<file path="src/rtl/cpu_controller.sv">
// rtl/cpu_controller.sv - instruction register, decoder and Moore sequencer for the simple RISC datapath
module cpu_controller #(
  parameter bit HALT_ON_ILLEGAL = 1'b0
) (
  input  logic        clk,
  input  logic        reset_n,
  input  logic        s,
  input  logic        load,
  input  logic [15:0] in,
  output logic        w,
  output logic [2:0]  readnum,
  output logic [2:0]  writenum,
  output logic [1:0]  vsel,
  output logic        write,
  output logic        loada,
  output logic        loadb,
  output logic        asel,
  output logic        bsel,
  output logic [1:0]  shift,
  output logic [1:0]  ALUop,
  output logic        loadc,
  output logic        loads,
  output logic [15:0] sximm5,
  output logic [15:0] sximm8
);

  typedef enum logic [2:0] {
    S_WAIT, S_DECODE, S_WRITE_IMM, S_GET_A, S_GET_B, S_COMPUTE, S_WRITE_REG, S_HALT
  } state_t;

  state_t      state, state_next;
  logic [15:0] ir;

  logic [2:0] opcode;
  logic [1:0] op;
  logic       is_mov_imm, is_mov_reg, is_alu, is_mvn, is_cmp;

  assign opcode     = ir[15:13];
  assign op         = ir[12:11];
  assign is_mov_imm = (opcode == 3'b110) && (op == 2'b10);
  assign is_mov_reg = (opcode == 3'b110) && (op == 2'b00);
  assign is_alu     = (opcode == 3'b101);
  assign is_mvn     = is_alu && (op == 2'b11);
  assign is_cmp     = is_alu && (op == 2'b01);

  assign sximm5 = {{11{ir[4]}}, ir[4:0]};
  assign sximm8 = {{8{ir[7]}}, ir[7:0]};

  always_ff @(posedge clk or negedge reset_n) begin
    if (!reset_n) begin
      state <= S_WAIT;
      ir    <= 16'h0000;
    end else begin
      state <= state_next;
      if (load && (state == S_WAIT)) ir <= in;
    end
  end

  always_comb begin
    state_next = S_WAIT;
    w        = 1'b0;
    readnum  = 3'd0;
    writenum = 3'd0;
    vsel     = 2'b00;
    write    = 1'b0;
    loada    = 1'b0;
    loadb    = 1'b0;
    asel     = 1'b0;
    bsel     = 1'b0;
    shift    = 2'b00;
    ALUop    = 2'b00;
    loadc    = 1'b0;
    loads    = 1'b0;
    case (state)
      S_WAIT: begin
        w          = 1'b1;
        state_next = s ? S_DECODE : S_WAIT;
      end
      S_DECODE: begin
        if (is_mov_imm)                state_next = S_WRITE_IMM;
        else if (is_mov_reg || is_mvn) state_next = S_GET_B;
        else if (is_alu)               state_next = S_GET_A;
        else if (HALT_ON_ILLEGAL)      state_next = S_HALT;
        else                           state_next = S_WAIT;
      end
      S_WRITE_IMM: begin
        writenum   = ir[10:8];
        vsel       = 2'b10;
        write      = 1'b1;
        state_next = S_WAIT;
      end
      S_GET_A: begin
        readnum    = ir[10:8];
        loada      = 1'b1;
        state_next = S_GET_B;
      end
      S_GET_B: begin
        readnum    = ir[2:0];
        loadb      = 1'b1;
        state_next = S_COMPUTE;
      end
      S_COMPUTE: begin
        // MOV reg and MVN have no A operand: zero it and let the ALU pass/invert B
        shift      = ir[4:3];
        loadc      = 1'b1;
        asel       = is_mov_reg || is_mvn;
        ALUop      = is_mov_reg ? 2'b00 : op;
        loads      = is_cmp;
        state_next = is_cmp ? S_WAIT : S_WRITE_REG;
      end
      S_WRITE_REG: begin
        writenum   = ir[7:5];
        vsel       = 2'b00;
        write      = 1'b1;
        state_next = S_WAIT;
      end
      S_HALT: state_next = S_HALT;
      default: state_next = S_WAIT;
    endcase
  end

endmodule

</file>
<file path="config.mk">
export PLATFORM = sky130hd
export DESIGN_NAME = cpu_controller
export DESIGN_NICKNAME = d
export VERILOG_FILES = /design/src/rtl/cpu_controller.sv
export SDC_FILE = /design/constraint.sdc
export NUM_CORES = 1
export LEC_CHECK = 0
export CORE_ASPECT_RATIO = 1.75
export CORE_UTILIZATION = 38
export CTS_CLUSTER_SIZE = 10
export DETAILED_ROUTE_END_ITERATION = 16
export MAX_ROUTING_LAYER = met4
export PLACE_DENSITY = 0.83
export SLEW_MARGIN = 20
export SYNTH_ARGS = -nofsm -noshare
export SYNTH_HDL_FRONTEND = slang
export SYNTH_SLANG_ARGS = --single-unit
export TNS_END_PERCENT = 10
</file>
<file path="constraint.sdc">
create_clock -name clk -period 1.5 [get_ports clk]
set_input_delay 0.3 -clock clk [delete_from_list [all_inputs] [get_ports clk]]
set_output_delay 0.3 -clock clk [all_outputs]
set_load 0.02 [all_outputs]
</file>
==> results.sh, run 1 <==
export IMPL_hpwl_mm=2.42
export IMPL_cts_clk_slew_worst_paths_ps=70
export IMPL_drive_above_1_share_pct=47.1
export IMPL_endpoint_kind="output port"
export IMPL_htree_levels=1
export IMPL_min_path_type="in2async"
export IMPL_yosys_top_cells_count="34 x buf_4, 19 x dfrtp_1, 10 x mux2_4"
export IMPL_drtIter0Drc=8
export IMPL_final_nets=212
export IMPL_nFillCells=255
export IMPL_slowest_stage="dfrtp_1"
export IMPL_die_w_um=46.1
export IMPL_critPathBufInv=2
export IMPL_worstPathArrival_ps=1440
export IMPL_cts_tree="done"
export IMPL_synthTopCellsByArea="dfrtp_1 37%, buf_4 20%, mux2_4 12%"
export IMPL_grt_setup_unrepaired="yes"
export IMPL_vias=1090
export IMPL_skew_ps=1.96
export IMPL_ys_warn_count=0
export IMPL_die_h_um=79.2
export IMPL_ant_nets=0
export IMPL_cp_slowest_stage_delay_ps=420
export IMPL_seq_area_um2=483
export IMPL_clockBufferDepth=2
export IMPL_async_flop_share_pct=100
export IMPL_startpoint="ir[11]"
export IMPL_grt_pass1_wl_mm=5.08
export IMPL_p_total_uw=4770
export IMPL_synth_most_common_cell="buf_4"
export IMPL_cp_depth=5
export IMPL_drcViolationCount=0
export IMPL_r2r_end="state[2]"
export IMPL_endpoint="asel"
export IMPL_place_gp_congestion=0.863
export IMPL_startpoint_type="flip-flop"
export IMPL_wl_per_cell_um=14.5
export IMPL_port_buffers=69
export IMPL_synth_top_cell_by_area="dfrtp_1"
export IMPL_cpLargestDelayFamily="flip-flops"
export IMPL_die_area_um2=3650
export IMPL_run_status="finished, violations left"
export IMPL_crit_fanout=4
export IMPL_violations="negative setup slack"
export IMPL_grt_max_degree=20
export IMPL_numCtsBuffers=3
export IMPL_layout_setup_ws_ps=-237
export IMPL_clock_sinks=19
export IMPL_reg2reg_slack_ps=-150
export IMPL_synth_cells=120
export IMPL_setup_violations=33
export IMPL_multi_input_area_um2=589
export IMPL_min_period_ps=1740
export IMPL_clk_latency_ps=250
export IMPL_crit_chain="buf_6 > nor3b_4 > a32o_2 > and2_4 > buf_6"
export IMPL_wl_mm=3.40
export IMPL_ys_seq_area_share_pct=36.7
export IMPL_syn_cell_area_um2=1290
export IMPL_ir_worst_vdd_mv=1.07
export IMPL_finalCritPeriodShare_pct=116
export IMPL_critPathRequiredTime_ps=1200
export IMPL_ctsRootBufferMaster="clkbuf_8"
export IMPL_powerDensity_nw_per_um2=2260
export IMPL_leakagePower_uw=0.00106
export IMPL_grt_overflow_total=0
export IMPL_synth_seq_cells=19
export IMPL_viasPerCell=4.66
export IMPL_r2r_start="ir[14]"
export IMPL_antennaDiodeCount=0
export IMPL_holdWs_ps=388
export IMPL_cp_common_cell="buf_6"
export IMPL_cap_violations=0
export IMPL_avgSynthCellArea_um2=10.8
export IMPL_rows=27
export IMPL_initial_utilization_pct=40.4
export IMPL_antenna_found_initial=0
export IMPL_synth_top_cell_area_share_pct=36.7
export IMPL_grt_use_total_pct=19.8
export IMPL_hold_viol=0
export IMPL_first_pass_iters=4
export IMPL_r2r_cells=6
export IMPL_synthFlopType="dfrtp_1"
export IMPL_coreArea_um2=3210
export IMPL_cts_hold_buf=0
export IMPL_synth_edf_count=0
export IMPL_slew_viol_final=0
export IMPL_critPathKind="reg2out"
export IMPL_grt_pass1_vias=1042
export IMPL_clock_fmax_mhz=576
export IMPL_num_io_pins=72
export IMPL_syn_to_final_growth_pct=62.7
export IMPL_synth_distinct_cells=29
[flip-flops by register name (all words and copies together), names as in the netlist]
register  count
ir           16
state         3
[cells in the final DEF (no fill, tap or decap), types with 4 or more instances in the layout]
cell type / count
buf_4: 37
dlygate4sd2_1: 32
clkdlybuf4s50_1: 19
mux2_4: 15
dfrtp_1: 13
buf_6: 9
dfrtp_2: 6
nor2_1: 5
buf_2: 5
a22o_1: 4
and2_1: 4
[worst min-delay path by stage]
stage	from	endpoint	slack, ps	cells past startpoint
after floorplan	reset_n	ir[0]	4	0
after global placement	ir[6]	ir[6]	520	1
after detailed placement	ir[6]	ir[6]	540	1
after CTS	reset_n	state[1]	390	2
after global routing	reset_n	ir[11]	410	2
final	reset_n	state[0]	390	2
[cell families (layout without fill, tap and decap cells)]
family / Yosys count / in the layout / synth area share [%]
buf+inv: 42 / 112 / 24.1
other cells: 1 / 2 / 0.290
compound gates: 10 / 10 / 6.47
mux: 19 / 19 / 19.1
flops: 19 / 19 / 36.7
simple gates: 29 / 29 / 13.3
[metrics by stage]
| stage | setup TNS [ps] | cells | area (um^2) | utilization, % | setup WS, ps |
|---|---|---|---|---|---|
| after floorplan | -1290 | 121 | 1310 | - | -95.2 |
| after global placement | -4050 | 220 | 1970 | 61.5 | -343 |
| after detailed placement | -5710 | 220 | 1970 | 61.5 | -423 |
| after CTS | -2050 | 229 | 2020 | 63.1 | -213 |
| after global routing | -5010 | 234 | 2110 | 65.7 | -310 |
| final | -2820 | 234 | 2110 | 65.7 | -237 |
[worst reg2reg max path, stage by stage, from the launching register on]
cell and delay, ps:
dfrtp_2 470, nor3b_4 180, a32o_2 240, buf_4 130, buf_4 120, buf_4 120, o311a_1 280
[where the power goes]
group	switching (uW)	internal (uW)
Sequential	323	785
Clock	165	189
Combinational	1540	1770
Total	2020	2750
[repair_timing]
item	in CTS	in global routing
pin swaps	3	4
setup endpoints to repair	66	35
buffers inserted	5	5
gates resized for setup	123	16
[metal layers]
metal  track usage, %  part of all wire (%)  vias to the layer above  routed length (um)
li1                 -                     -                      512                   -
met1             21.5                    38                      520                1310
met2             34.1                    55                       56                1880
met3             2.50                   5.2                        2                 177
met4             8.53                   1.0                        0                  34
met5                -                     0                        -                   0
[layout make-up]
cell class              count  area share [%]
repair buffers            105            43.9
multi-input cells          60            28.0
flip-flops and latches     19            22.9
well taps                  43            2.55
clock buffers               4            2.14
inverters                   3           0.534
No activity file was read; power rests on OpenSTA's default activity.
==> run 2, diff against run 1 <==
GPL_ROUTABILITY_DRIVEN = 1   (was not set)
==> results of run 2 <==
Same layout as run 1: the final DEF is identical, and so are final timing and power.
